### src/rtl/pool_pkg.sv
// -----------------------------------------------------------------------------
// pool_pkg
// Shared definitions for the 2x2 / stride-2 pooling sequencer.
//   - pool_state_e : sequencer state (IDLE -> RUN -> DONE -> IDLE)
//   - rf_wr_src_e  : register-file write data select (raw element / pooled partial)
//   - elem_kind_e  : role of an element inside its 2x2 pooling window
//   - POOL_WIN / POOL_STRIDE : window edge and stride (both 2)
//   - classify_elem() : maps the row/column parity to the element role
// -----------------------------------------------------------------------------
package pool_pkg;

   localparam int POOL_WIN    = 2;
   localparam int POOL_STRIDE = 2;

   typedef enum logic [1:0] {
      IDLE = 2'd0,
      RUN  = 2'd1,
      DONE = 2'd2
   } pool_state_e;

   typedef enum logic {
      WR_SYS  = 1'b0,   // store the raw sys_out element
      WR_POOL = 1'b1    // store the pooling unit output (partial result)
   } rf_wr_src_e;

   // EL_STORE : top-left of a window, opens the partial result
   // EL_ACCUM : top-right / bottom-left, folds into the partial result
   // EL_FINAL : bottom-right, completes the window
   typedef enum logic [1:0] {
      EL_STORE = 2'd0,
      EL_ACCUM = 2'd1,
      EL_FINAL = 2'd2
   } elem_kind_e;

   function automatic elem_kind_e classify_elem(input logic r_odd, input logic c_odd);
      if (!r_odd && !c_odd) begin
         return EL_STORE;
      end else if (r_odd && c_odd) begin
         return EL_FINAL;
      end else begin
         return EL_ACCUM;
      end
   endfunction

endpackage

### src/rtl/pool_ctrl.sv
// -----------------------------------------------------------------------------
// pool_ctrl
// Sequencer for the 2x2 / stride-2 pooling datapath. Consumes the row-major
// element stream of the systolic array (one element per in_valid cycle),
// keeps one partial result per output column in the register file, and flags
// every completed pooled element with its output coordinates.
//
// Ports
//   clk, nrst        clock, asynchronous active-low reset
//   start            begin a pass (sampled in IDLE only)
//   cfg_w, cfg_h     input map columns / rows, latched on an accepted start
//   in_valid         sys_out carries a valid element this cycle
//   pool_en          pooling unit enable
//   x_sel            pooling in1 mux: 1 = sys_out, 0 = pooling feedback
//   rf_wr            register-file write strobe
//   rf_wr_src        write data select (WR_SYS / WR_POOL)
//   rf_wr_addr       register-file write address
//   rf_rd_addr       register-file read address (feeds pooling in2)
//   out_valid        pooling output is a final pooled element
//   out_row, out_col coordinates of that pooled element
//   busy             pass in progress
//   done             one-cycle pulse after the last element of a pass
// -----------------------------------------------------------------------------
module pool_ctrl
   import pool_pkg::*;
#(
   parameter int ADDR_WIDTH = 5,
   parameter int DIM_WIDTH  = 8
) (
   input  logic                  clk,
   input  logic                  nrst,
   input  logic                  start,
   input  logic [DIM_WIDTH-1:0]  cfg_w,
   input  logic [DIM_WIDTH-1:0]  cfg_h,
   input  logic                  in_valid,
   output logic                  pool_en,
   output logic                  x_sel,
   output logic                  rf_wr,
   output logic                  rf_wr_src,
   output logic [ADDR_WIDTH-1:0] rf_wr_addr,
   output logic [ADDR_WIDTH-1:0] rf_rd_addr,
   output logic                  out_valid,
   output logic [DIM_WIDTH-2:0]  out_row,
   output logic [DIM_WIDTH-2:0]  out_col,
   output logic                  busy,
   output logic                  done
);

   localparam logic [DIM_WIDTH-1:0] ONE       = DIM_WIDTH'(1);
   // Clearing bit 0 drops an odd trailing row/column that cannot fill a window.
   localparam logic [DIM_WIDTH-1:0] EVEN_MASK = ~ONE;

   pool_state_e          state_q, state_d;
   logic [DIM_WIDTH-1:0] w_eff_q, w_eff_d;
   logic [DIM_WIDTH-1:0] h_eff_q, h_eff_d;
   logic [DIM_WIDTH-1:0] r_q, r_d;
   logic [DIM_WIDTH-1:0] c_q, c_d;

   logic [DIM_WIDTH-1:0] cfg_w_eff;
   logic [DIM_WIDTH-1:0] cfg_h_eff;
   logic                 accept_start;
   logic                 consume;
   logic                 last_col;
   logic                 last_row;
   logic                 last_elem;
   elem_kind_e           kind;

   assign cfg_w_eff    = cfg_w & EVEN_MASK;
   assign cfg_h_eff    = cfg_h & EVEN_MASK;
   assign accept_start = (state_q == IDLE) && start;
   assign consume      = (state_q == RUN) && in_valid;

   // In RUN both effective dimensions are at least 2, so the minus-one
   // compares never see an underflowed bound.
   assign last_col     = (c_q == (w_eff_q - ONE));
   assign last_row     = (r_q == (h_eff_q - ONE));
   assign last_elem    = last_col && last_row;

   assign kind         = classify_elem(r_q[0], c_q[0]);

   // ---------------------------------------------------------------------
   // State register
   // ---------------------------------------------------------------------
   always_ff @(posedge clk or negedge nrst) begin
      if (!nrst) begin
         state_q <= IDLE;
      end else begin
         state_q <= state_d;
      end
   end

   // ---------------------------------------------------------------------
   // Configuration and position counters
   // ---------------------------------------------------------------------
   always_ff @(posedge clk or negedge nrst) begin
      if (!nrst) begin
         w_eff_q <= '0;
         h_eff_q <= '0;
         r_q     <= '0;
         c_q     <= '0;
      end else begin
         w_eff_q <= w_eff_d;
         h_eff_q <= h_eff_d;
         r_q     <= r_d;
         c_q     <= c_d;
      end
   end

   // ---------------------------------------------------------------------
   // Next state
   // ---------------------------------------------------------------------
   always_comb begin
      state_d = state_q;
      unique case (state_q)
         IDLE: begin
            if (start) begin
               // An empty effective map has nothing to pool: finish at once.
               if ((cfg_w_eff == '0) || (cfg_h_eff == '0)) begin
                  state_d = DONE;
               end else begin
                  state_d = RUN;
               end
            end
         end
         RUN: begin
            if (consume && last_elem) begin
               state_d = DONE;
            end
         end
         DONE: begin
            state_d = IDLE;
         end
         default: begin
            state_d = IDLE;
         end
      endcase
   end

   // ---------------------------------------------------------------------
   // Counter / configuration update
   // ---------------------------------------------------------------------
   always_comb begin
      w_eff_d = w_eff_q;
      h_eff_d = h_eff_q;
      r_d     = r_q;
      c_d     = c_q;
      if (accept_start) begin
         w_eff_d = cfg_w_eff;
         h_eff_d = cfg_h_eff;
         r_d     = '0;
         c_d     = '0;
      end else if (consume) begin
         if (last_col) begin
            c_d = '0;
            // Counters return to zero after the final element so the
            // address outputs rest at 0 between passes.
            r_d = last_row ? '0 : (r_q + ONE);
         end else begin
            c_d = c_q + ONE;
         end
      end
   end

   // ---------------------------------------------------------------------
   // Outputs: combinational from the registered position and live in_valid,
   // so the controls line up with the element on sys_out in the same cycle.
   // Dropping bit 0 of a position divides it by the stride of 2.
   // ---------------------------------------------------------------------
   always_comb begin
      pool_en    = 1'b0;
      x_sel      = 1'b0;
      rf_wr      = 1'b0;
      rf_wr_src  = WR_SYS;
      out_valid  = 1'b0;
      out_row    = '0;
      out_col    = '0;
      // One register-file slot per output column; the address follows the
      // pending element even while the stream stalls.
      rf_wr_addr = c_q[ADDR_WIDTH:1];
      rf_rd_addr = c_q[ADDR_WIDTH:1];
      busy       = (state_q == RUN);
      done       = (state_q == DONE);
      if (consume) begin
         unique case (kind)
            EL_STORE: begin
               rf_wr     = 1'b1;
               rf_wr_src = WR_SYS;
            end
            EL_ACCUM: begin
               pool_en   = 1'b1;
               x_sel     = 1'b1;
               rf_wr     = 1'b1;
               rf_wr_src = WR_POOL;
            end
            EL_FINAL: begin
               // The completed window leaves on the pooling output; it is
               // not written back.
               pool_en   = 1'b1;
               x_sel     = 1'b1;
               out_valid = 1'b1;
               out_row   = r_q[DIM_WIDTH-1:1];
               out_col   = c_q[DIM_WIDTH-1:1];
            end
            default: begin
               rf_wr = 1'b0;
            end
         endcase
      end
   end

endmodule

### config.mk
export PLATFORM = sky130hd
export DESIGN_NAME = pool_ctrl
export DESIGN_NICKNAME = d
export VERILOG_FILES = /design/src/rtl/pool_pkg.sv /design/src/rtl/pool_ctrl.sv
export SDC_FILE = /design/constraint.sdc
export NUM_CORES = 1
export LEC_CHECK = 0
export ABC_AREA = 1
export CAP_MARGIN = 25
export CORE_ASPECT_RATIO = 1.1
export CORE_MARGIN = 1
export CORE_UTILIZATION = 45
export DETAILED_ROUTE_END_ITERATION = 6
export PLACE_DENSITY = 0.7
export SYNTH_ARGS = -nofsm -noshare
export SYNTH_HDL_FRONTEND = slang
export SYNTH_SLANG_ARGS = --single-unit
### constraint.sdc
create_clock -name clk -period 1.9 [get_ports clk]
set_input_delay 0.38 -clock clk [delete_from_list [all_inputs] [get_ports clk]]
set_output_delay 0.38 -clock clk [all_outputs]
set_load 0.1 [all_outputs]
**Yosys cells after proc, flatten, opt, wreduce, memory -nomap -nowiden**

Index checks and enable logic that the tools add are counted.

- Register bits after elaboration: 32
- Output and inout port bits: 31

- Add/sub/neg operators: 4
- Eq/ne operators: 8
- Muxes and demuxes: 25
- Reduce and logical (&&, ||, !) cells: 19

Operators with widths:

| operator | number |
|---|---|
| 8-bit two-way mux | 7 |
| 7-bit two-way mux | 4 |
| 8-bit by 1-bit adder with 8-bit output, second input constant | 2 |
| 8-bit == test | 2 |
| 8-bit logical NOT | 2 |
| 8-bit by 1-bit subtractor with 8-bit output, second input constant | 2 |
| 2-bit two-way mux | 5 |
| 1-bit two-way mux | 8 |
| 1-bit logical AND | 6 |
| 2-bit by 1-bit == test with 1-bit output, second input constant | 2 |
| 2-bit == test, second input constant | 2 |
| 2-bit logical NOT | 2 |
| 2-bit one-hot mux with 2 select lines | 1 |
| 2-bit AND reduction | 2 |
| 2-bit nonzero test | 2 |
| 2-bit OR reduction | 2 |
| 1-bit logical NOT | 2 |
| 2-bit by 1-bit inequality test with 1-bit output, second input constant | 1 |
| 2-bit inequality test, second input constant | 1 |
| 1-bit logical OR | 1 |

**Logic depth before layout (Yosys ltp)**

Gate-level depths: netlist of run 1.

- Depth in word-level cells: 7
- Depth in mapped cells: 14

**Least setup slack after synthesis of run 1**

Ideal clock, no wire load.

- Path kind: reg2out
- Start: reg state_q[1]
- End: out x_sel
- Arrival time: 3044 ps
- Required time: 1520 ps
- Setup slack: -1524 ps
- Cell stages (with the launch flop): 5
- Path buffers: 1
- Cells stage by stage: dfrtp_1 nor2_4 nand2_2 nor2_1 buf_4

- Cells in the longest elaborated chain, start to end: 3

Ends and longest elaborated chain:

| item | line | RTL |
|---|---|---|
| from (decl) | pool_ctrl.sv:53 | `pool_state_e state_q, state_d;` |
| from (signal assigned) | pool_ctrl.sv:88 | `state_q <= state_d;` |
| 2-bit by 1-bit == test with 1-bit output | - |  |
| net busy | pool_ctrl.sv:45 | `output logic busy,` |
| 1-bit logical AND | pool_ctrl.sv:71 | `assign consume = (state_q == RUN) && in_valid;` |
| 1-bit two-way mux | pool_ctrl.sv:183 | `if (consume) begin` |
| to (decl) | pool_ctrl.sv:37 | `output logic x_sel,` |

The timed path passes the listed nets, and every way through them passes these cells.

**Worst setup path after layout of run 1**

- Start: reg r_q[0]
- End: out out_valid

- Cells in the longest elaborated chain, start to end: 6
- Elaborated cells on any way between the ends: 8
- Those cells by class: 1 x eq/ne; 4 x mux; 3 x reduce/logical

Ends and longest elaborated chain:

| item | line | RTL |
|---|---|---|
| from (decl) | pool_ctrl.sv:56 | `logic [DIM_WIDTH-1:0] r_q, r_d;` |
| from (signal assigned) | pool_ctrl.sv:104 | `r_q <= r_d;` |
| 1-bit logical AND or 1-bit logical NOT (tied branches) | pool_pkg.sv:38, pool_pkg.sv:36 |  |
| 2-bit two-way mux or 1-bit logical AND (tied branches) | pool_pkg.sv:38, pool_pkg.sv:36 |  |
| 2-bit two-way mux * | pool_pkg.sv:36 | `if (!r_odd && !c_odd) begin` |
| 2-bit == test * | pool_ctrl.sv:184 | `unique case (kind)` |
| 1-bit two-way mux * | pool_ctrl.sv:184 |  |
| 1-bit two-way mux * | pool_ctrl.sv:183 |  |
| to (decl) | pool_ctrl.sv:42 | `output logic out_valid,` |

Mark *: on every way between the ends. The rest lies on a longest branch, timed or not.

==> run metrics, run 1 <==
status=complete, but fails checks; failing checks=design-rule violations; slew margin rel.=0.711; number of synthesized flops with an enable pin=0; distinct cell type count after synthesis=25; Tmin final=1830 ps; vias in the first global route=2243; Skew-Pair Late Insertion Delay=290 ps; initial DRC count=115; initial antenna violation count=0; Placed Area=3300 µm²; hold_ws=497 ps; Final setup viols=0; Max Freq=0.546 GHz; Worst Skew=7.45 ps; final std cells w/o fill=470; top area cells in the synthesized netlist=dfrtp_1 (34%), nand2_1 (19%), inv_1 (7.1%); Synth Net Count=375; Critical Path AT=1450 ps; Final Hold Fails=0; top sig layer=met4; most frequent cell after synthesis=nand2_1; IR drop worst, VDD=770 µV; sequential fraction of the synthesis area=0.344; grt total ovfl=0; Critical Path RT=1520 ps; num ports=51; row cnt=27; wl on met1=2350 µm; first-pass GRT wire length=9700 µm; Slew Limit Fails=0; # hold bufs at CTS=0; ys async rst share=1.00; final net count=437; Starting Density=0.466; die area=5470 µm²; Final Cell Area=3530 µm²; cells after synthesis=349; average size of a mapped cell=6.67 µm²; predominant post-synthesis flop cell=dfrtp_1; Final ANT Viol Nets=0; post-DP HPWL=4210 µm; max cap viols=0; Ant. Diodes=0; CTS buffer count=5; total power draw=5.23 mW; Worst Max-Slew Pin Slew=434 ps; DRT Pass-1 Iters=6; CTS tree=done; Die Span Y=77.4 µm; met2 WL=3070 µm; final worst-path cycle share=0.964; Final WS setup=69.1 ps; flops & latches, synth=32; RSZ-0062 raised after global routing=true; Vias=2346; crit path max fanout=7; Port Buffers=48; WS Path Type=reg2out; cell area after synthesis=2330 µm²; Worst Setup End Kind=output port; area growth from synthesis to layout=51.5%; H-tree Lvls=2; WL met3=187 µm; Leak=1.71 nW; Die X=70.6 µm; gr usage total=0.223; crit start category=flip-flop; Total Wirelength=5710 µm; GP Congestion=0.824; WL/cell=12.2 µm; post-placement cell count=452; Synth area leader=dfrtp_1; Sink Count=32; DRC=2; Yosys warnings=0; Root Driver=clkbuf_8; Core Box Area=5000 µm²; top cells by count, synth=nand2_1 (116), inv_1 (44), nor2_1 (43), dfrtp_1 (32), nand3_1 (26); clock buffer depth=2; PD cells=1480 nW/µm²; Post-Place Setup Slack=-41.6 ps; Hold Path Class=in2async; post-synth top area share=0.344; clock slew at reported path FFs=70 ps; largest net degree at the start of global routing=33; share of cells above drive strength 1=0.262; via/cell ratio=4.99
critical path: stages (launching register included):
cell and delay, ps:
dfrtp_2 430, ha_2 220, nand3_4 80, buf_12 160
clkinvlp_4 100, buf_12 170
flip-flops by register name, indices dropped and copies added (netlist names):
signal / flops
h_eff_q: 7
c_q: 8
r_q: 8
w_eff_q: 7
state_q: 2
placed cells by master (no fill, tap or decap), types with 3 or more instances in the layout:
master           instances
a21oi_1                  3
buf_12                  32
buf_4                   22
clkbuf_8                 5
clkdlybuf4s50_1         16
dfrtp_1                 31
ha_1                     3
inv_1                   41
inv_2                    5
nand2_1                116
nand2_2                  3
nand2_4                  3
nand3_1                 25
nand4_1                  4
nor2_1                  25
nor2_2                  11
nor2_4                  14
o21ai_0                 13
o22ai_1                  4
xnor2_1                  4
xor2_1                  11
metal layers:
| metal | track usage | vias to the layer above |
|---|---|---|
| met3 | 0.0403 | 11 |
| met1 | 0.250 | 1090 |
| met2 | 0.420 | 51 |
| met5 | 0 | - |
| met4 | 0.0780 | 0 |
| li1 | - | 1194 |
power by group:
part / switching (mW) / total [mW] / internal [mW]
Sequential: 0.243 / 1.15 / 0.909
Clock: 0.277 / 0.666 / 0.389
Combinational: 2.13 / 3.41 / 1.27
final timing paths:
kind                             from          to  slack (ps)  cells after the start
setup / recovery               r_q[0]   out_valid          70                      5
hold / removal                   nrst      c_q[4]         500                      2
setup reg to reg           w_eff_q[1]      r_q[7]         160                     12
hold reg to reg            w_eff_q[7]  w_eff_q[7]         510                      2
max in group asynchronous        nrst      r_q[0]        1070                      2
min in group clk           w_eff_q[7]  w_eff_q[7]         510                      2
timing repair:
action                                 4_1_cts  5_1_grt
setup endpoints to repair                   18       25
pin swaps                                    1       12
resized for setup                            5       10
buffers inserted                             5        5
endpoints found under the hold margin        0        0
cloned                                       0        0
kinds of logic after synthesis:
family	share of synthesized area
flops	0.344
simple gates	0.387
buf+inv	0.124
xor+xnor	0.0564
fa+ha+maj	0.0322
compound gates	0.0564
per-stage QoR:
stage,setup TNS (ps),util
detailed placement,-300,0.659
finish,0,0.705
CTS,0,0.691
floorplan,-8340,-
global route,-60.9,0.705
global placement,-197,0.659
cell type report:
cell class | count | area [µm²]
clock inverter | 2 | 35.0
clock buffer | 6 | 72.6
fill | 379 | 1470
multi-input combinational | 253 | 1380
sequential | 32 | 802
inverter | 47 | 180
tap | 58 | 72.6
timing repair buffer | 72 | 986
Power figures use the tool's default switching activity.
==> run 2: changes to the inputs <==
--- a/config.mk
+++ b/config.mk
@@ -6,5 +6,4 @@
 export NUM_CORES = 1
 export LEC_CHECK = 0
-export ABC_AREA = 1
 export CAP_MARGIN = 25
 export CORE_ASPECT_RATIO = 1.1
@@ -12,5 +11,5 @@
 export CORE_UTILIZATION = 45
 export DETAILED_ROUTE_END_ITERATION = 6
-export PLACE_DENSITY = 0.7
+export PLACE_DENSITY = 0.71
 export SYNTH_ARGS = -nofsm -noshare
 export SYNTH_HDL_FRONTEND = slang
==> constraint.sdc (replaced) <==
create_clock -name clk -period 1.9 [get_ports clk]
set_input_delay 0.38 -clock clk [delete_from_list [all_inputs] [get_ports clk]]
set_output_delay 0.38 -clock clk [all_outputs]
set_load 0.02 [all_outputs]
==> run 2 against run 1 <==
The run ends with negative setup slack left; non-clock buffer count is 33 higher; largest power group unchanged; area after synthesis is 6.2% lower; clock power is 28% lower.
==> run metrics, run 2 <==
critical path's top delay family=simple AND/OR/NAND/NOR gates; Critical Path AT=2600 ps (+1150 ps); Hold Path Class=in2async; clock buffer depth=2 (unchanged); flops & latches, synth=32 (unchanged); Die Span Y=75.1 µm (-3.1%); gr usage total=0.267 (+0.0436); via/cell ratio=5.62 (+13%); grt total ovfl=0 (unchanged); Worst Skew=5.43 ps (-2.02 ps); Logic pwr share=0.554 (-0.098); crit path max fanout=9 (+2); share of cells above drive strength 1=0.328 (+0.0664); Worst Max-Slew Pin Slew=429 ps (-4.92 ps); largest net degree at the start of global routing=33 (unchanged); Crit-path slowest cell=or4_4; top cells by count, synth=nand2_1 (42), dfrtp_1 (32), and2_1 (17), buf_4 (12), xnor2_1 (11); WL/cell=16.0 µm (+31%); Yosys warnings=0 (unchanged); Tmin final=2420 ps (+592 ps); Post-Place Setup Slack=-548 ps (-506 ps); H-tree Lvls=2 (unchanged); GP Congestion=0.840 (+2.0%); CTS buffer count=5 (unchanged); sequential fraction of the synthesis area=0.367 (+0.0227); Die X=68.4 µm (-3.1%); WS Path Type=reg2reg; row cnt=26 (-3.7%); status=complete, but fails checks; initial DRC count=121 (+5.2%); number of synthesized flops with an enable pin=0 (unchanged); Synth area leader=dfrtp_1; Top Registers=c_q x8, r_q x8; Final setup viols=17 (+17); vias in the first global route=2120 (-5.5%); CTS tree=done; IR drop worst, VDD=583 µV (-24%); final net count=372 (-15%); Final ANT Viol Nets=0 (unchanged); Clock power frac=0.137 (+0.010); most frequent cell after synthesis=nand2_1; Reg power frac=0.309 (+0.089); Layout fillers=376 (-0.79%); Total Wirelength=6390 µm (+12%); clock slew at reported path FFs=70 ps (about the same); Starting Density=0.470 (+0.00389); slew margin rel.=0.714 (+0.00328); most frequent cells in the layout=buf_4 (55), nand2_1 (42), dfrtp_1 (32), clkdlybuf4s50_1 (24), buf_6 (13); Psw=1.40 mW (-47%); die area=5140 µm² (-6.0%); final worst-path cycle share=1.28 (+0.312); Synth Net Count=282 (-25%); Max Freq=0.413 GHz (-24%); average size of a mapped cell=8.53 µm² (+28%); Skew-Pair Late Insertion Delay=290 ps (about the same); area growth from synthesis to layout=49.6%; Buf+Inv Stages, Crit Path=1 (-2); Worst Setup End Kind=flip-flop; RSZ-0062 raised after global routing=true; PD cells=1080 nW/µm² (-27%); Switching Fraction=0.398 (-0.110); commonest non-fill, non-tap cell in the layout=buf_4; DRC=0 (-2); num ports=51 (unchanged); DRT Pass-1 Iters=4 (-2); Root Driver=clkbuf_8; cell area after synthesis=2180 µm² (-6.2%); Final Hold Fails=0 (unchanged); predominant post-synthesis flop cell=dfrtp_1; Port Buffers=48 (unchanged); post-DP HPWL=4570 µm (+8.5%); cell-internal power=2.12 mW (-18%); first-pass GRT wire length=9990 µm (+3.0%); Vias=2248 (-4.2%); Slew Limit Fails=0 (unchanged); Critical Path RT=2070 ps (+550 ps); initial antenna violation count=0 (unchanged); top area cells in the synthesized netlist=dfrtp_1 (37%), nand2_1 (7.2%), and2_1 (4.9%); distinct cell type count after synthesis=50 (+100%); crit start category=flip-flop; Worst path max stage delay=500 ps (+70 ps); setup tns final=-8300 ps (-8300 ps); cells after synthesis=256 (-27%); failing checks=negative setup slack; post-synth top area share=0.367 (+0.0227); Leak=1.57 nW (-8.0%); Core Box Area=4650 µm² (-7.0%); Sink Count=32 (unchanged); Final WS setup=-523 ps (-592 ps); crit-path cells=or3_4 -> or4_4 -> a2111oi_4 -> and4_4 -> buf_12 -> nand3_1 -> o211a_1; ys async rst share=1.00 (unchanged); Ant. Diodes=0 (unchanged); max cap viols=0 (unchanged)
==> run 2: changes by cell type after synthesis, sizes merged, moves of 7 or more <==
cell   previous run  this run
inv              47         8
and2              0        17
and3              0        10
nand2           122        42
xnor2             4        11
nand3            26        11
nor2             50         9
==> run 2: layer usage <==
metal,GRT usage,share of wire,vias up
met5,0,0,-
met4,0.109,0.021,0
met3,0.0530,0.041,13
met2,0.447,0.52,71
met1,0.333,0.42,1092
li1,-,-,1072
==> run 2: power groups by stage <==
stage               Combinational, mW  Clock, mW  Sequential, mW
floorplan                        1.01          0            1.12
global route                     2.12      0.512            1.12
global placement                 1.80          0            1.08
CTS                              1.89      0.477            1.08
finish                           1.95      0.480            1.09
detailed placement               1.84          0            1.09
==> run 2: per-stage QoR <==
step | hold WS [ps] | power, mW | instance area, µm² | utilization | instances
after floorplan | 84.4 | 2.12 | 2200 | - | 256
after global placement | 488 | 2.88 | 3040 | 0.653 | 389
after detailed placement | 493 | 2.93 | 3040 | 0.653 | 389
after CTS | 509 | 3.45 | 3090 | 0.665 | 397
after global routing | 554 | 3.75 | 3270 | 0.703 | 400
final | 498 | 3.51 | 3270 | 0.703 | 400
==> run 2: path summary, 6_finish.rpt <==
| check | start | to | slack [ps] | depth (start not counted) |
|---|---|---|---|---|
| min | nrst | c_q[6] | 500 | 2 |
| min in group clk | h_eff_q[7] | h_eff_q[7] | 500 | 2 |
| max reg2reg | w_eff_q[3] | r_q[2] | -520 | 7 |
| max in group asynchronous | nrst | state_q[1] | 1090 | 2 |
| max | w_eff_q[3] | r_q[2] | -520 | 7 |
| min reg2reg | h_eff_q[7] | h_eff_q[7] | 500 | 2 |
==> run 2: final cells by class <==
cell class                      count  area (µm²)  share of cell area
Multi-Input combinational cell    194        1350               0.412
Sequential cell                    32         801               0.245
Timing Repair Buffer              105         951               0.291
Clock buffer                        5        68.8              0.0211
Inverter                            8        30.0             0.00919
Tap cell                           56        70.1              0.0214
==> run 2: logic make-up (layout without fill, tap and decap cells) <==
kind of cell	Yosys count	count (layout)	share of synthesized area
multiplexers	1	1	0.00458
buffers and inverters	30	118	0.0756
XOR/XNOR	16	16	0.0641
adder cells (fa/ha/maj)	6	6	0.0344
flip-flops	32	32	0.367
AO/OA/AOI/OAI	48	48	0.158
AND/OR/NAND/NOR	123	123	0.297
==> run 2: timing repair <==
action                                  4_1_cts  5_1_grt
hold endpoints to repair                      0        0
endpoints found under the setup margin       38       31
pin swaps                                     8        5
gates cloned                                  0        1
hold buffers                                  0        0
setup buffers                                 3        3
gates resized for setup                      88       45
==> run 3: changes to the inputs <==
Settings changed: CAP_MARGIN 25 to not set, DONT_BUFFER_PORTS set to 1, PLACE_DENSITY 0.71 to 0.58.
==> run 3 against run 2 <==
The run still ends with negative setup slack left; die area did not move; flip-flop and latch count unchanged; clock-buffer cell count is 1 higher; clock power grew 14%; critical path depth is the same; largest cell class unchanged.
==> run metrics, run 3 (synthesis gave the netlist of run 2 again) <==
Placed Area=2420 µm² (-20%); R2R depth=7 (unchanged); Ant. Diodes=0 (unchanged); clock slew at reported path FFs=70 ps (about the same); H-tree Lvls=2 (unchanged); DRT Pass-1 Iters=4 (unchanged); WS Path Type=reg2reg; Worst Skew=6.40 ps (+0.969 ps); PD cells=1220 nW/µm² (+13%); CTS buffer count=5 (unchanged); initial DRC count=89 (-26%); critical path's top delay family=simple AND/OR/NAND/NOR gates; Worst Max-Slew Pin Slew=396 ps (-33.2 ps); Vias=1910 (-15%); row cnt=26 (unchanged); post-DP HPWL=4140 µm (-9.3%); GP Congestion=0.804 (-4.3%); Total Wirelength=5470 µm (-14%); Final Cell Area=2600 µm² (-20%); share of cells above drive strength 1=0.224 (-0.104); Layout fillers=445 (+18%); num ports=51 (unchanged); RSZ-0062 raised after global routing=true; Crit-path slowest cell=or4_4; Tmin final=2390 ps (-31.4 ps); Final ANT Viol Nets=0 (unchanged); Hold Path Class=in2reg; crit path max fanout=17 (+8); Die Span Y=75.1 µm (unchanged); gr usage total=0.229 (-0.0381); Starting Density=0.470 (unchanged); fin util=0.559 (-0.144); Sink Count=32 (unchanged); clock buffer depth=2 (unchanged); largest net degree at the start of global routing=33 (unchanged); setup tns final=-7520 ps (+778 ps); grt total ovfl=0 (unchanged); Post-CTS Setup Bufs=0 (-3); failing checks=negative setup slack; Die X=68.4 µm (unchanged); first-pass GRT wire length=8510 µm (-15%); crit start category=flip-flop; Critical Path AT=2560 ps (-40 ps); IR drop worst, VDD=647 µV (+11%); DRC=0 (unchanged); Worst path depth=7 (unchanged); storage element area=801 µm² (unchanged); CTS tree=done; hold path depth=2; Worst path max stage delay=500 ps (about the same); multi-input logic area=1280 µm² (-4.9%); vias in the first global route=1814 (-14%); Port Buffers=0 (-100%); Slew Limit Fails=0 (unchanged); Core Box Area=4650 µm² (unchanged); status=complete, but fails checks; crit-path cells=or3_4 -> or4_4 -> a2111oi_4 -> and4_4 -> buf_12 -> a41oi_1 -> o211a_1; commonest non-fill, non-tap cell in the layout=nand2_1; Final WS setup=-492 ps (+31.4 ps); max cap viols=0 (unchanged); Final Hold Fails=0 (unchanged); Top Registers=c_q x8, r_q x8; Leak=1.22 nW (-22%); slew margin rel.=0.734 (+0.0199); final worst-path cycle share=1.26 (-0.0165); area growth from synthesis to layout=19.0%; Post-Place Setup Slack=-553 ps (-4.63 ps); WL/cell=16.2 µm (+1.6%); Buf+Inv Stages, Crit Path=1 (unchanged); most frequent cells in the layout=nand2_1 (41), buf_4 (35), dfrtp_1 (32), and2_1 (16), xnor2_1 (11); Critical Path RT=2070 ps (about the same); die area=5140 µm² (unchanged); via/cell ratio=5.67 (+0.85%); Skew-Pair Late Insertion Delay=280 ps (about the same); final net count=306 (-18%); Final setup viols=17 (unchanged); Max Freq=0.418 GHz (+1.3%); Root Driver=clkbuf_8; Worst Setup End Kind=flip-flop; initial antenna violation count=0 (unchanged)
==> run 3: cell types whose count changed in the layout (fill, tap and decap cells not counted), sizes merged <==
| cell | before | now |
|---|---|---|
| clkdlybuf4s15 | 1 | 0 |
| clkdlybuf4s50 | 24 | 0 |
| dlymetal6s2s | 3 | 0 |
| buf | 74 | 38 |
| clkinv | 0 | 2 |
| dlygate4sd3 | 0 | 1 |
| dlygate4sd2 | 2 | 0 |
==> run 3: power by group <==
part / switching [mW] / total [mW] / internal [mW]
logic: 0.820 / 1.51 / 0.688
clock network: 0.257 / 0.546 / 0.289
registers: 0.216 / 1.11 / 0.891
==> run 3: final cells by class <==
cell class / instances / share of cell area
Timing Repair Buffer: 39 / 0.125
Sequential cell: 32 / 0.308
Tap cell: 56 / 0.0270
Clock inverter: 2 / 0.00385
Clock buffer: 6 / 0.0318
Inverter: 8 / 0.0116
Multi-Input combinational cell: 194 / 0.493
==> run 3: final timing paths <==
path,startpoint,endpoint,slack [ps]
hold reg to reg,w_eff_q[7],w_eff_q[7],530
min in group asynchronous,nrst,c_q[3],550
setup / recovery,w_eff_q[3],r_q[2],-490
setup reg to reg,w_eff_q[3],r_q[2],-490
max in group asynchronous,nrst,h_eff_q[4],1170
hold / removal,cfg_h[3],h_eff_q[3],200
==> run 3: routing by layer <==
metal	global-route usage	share of wire	up-vias
met5	0	0	-
met4	0.0556	0.0091	0
met3	0.0515	0.035	6
met2	0.431	0.54	33
met1	0.255	0.42	931
li1	-	-	940
==> run 3: stage by stage <==
step	total power [mW]	cells	hold WS [ps]
after floorplan	2.12	256	84.4
after global placement	2.53	327	85.2
after detailed placement	2.56	327	85.1
after CTS	3.18	337	194
after global routing	3.42	337	207
final	3.16	337	199
==> run 3: what timing repair did <==
item | CTS | global route
hold endpoints to repair | 32 | 0
pin swaps | 6 | 2
endpoints found under the setup margin | 35 | 34
gates resized for setup | 8 | 5
gates cloned | 0 | 0
hold buffers | 2 | 0
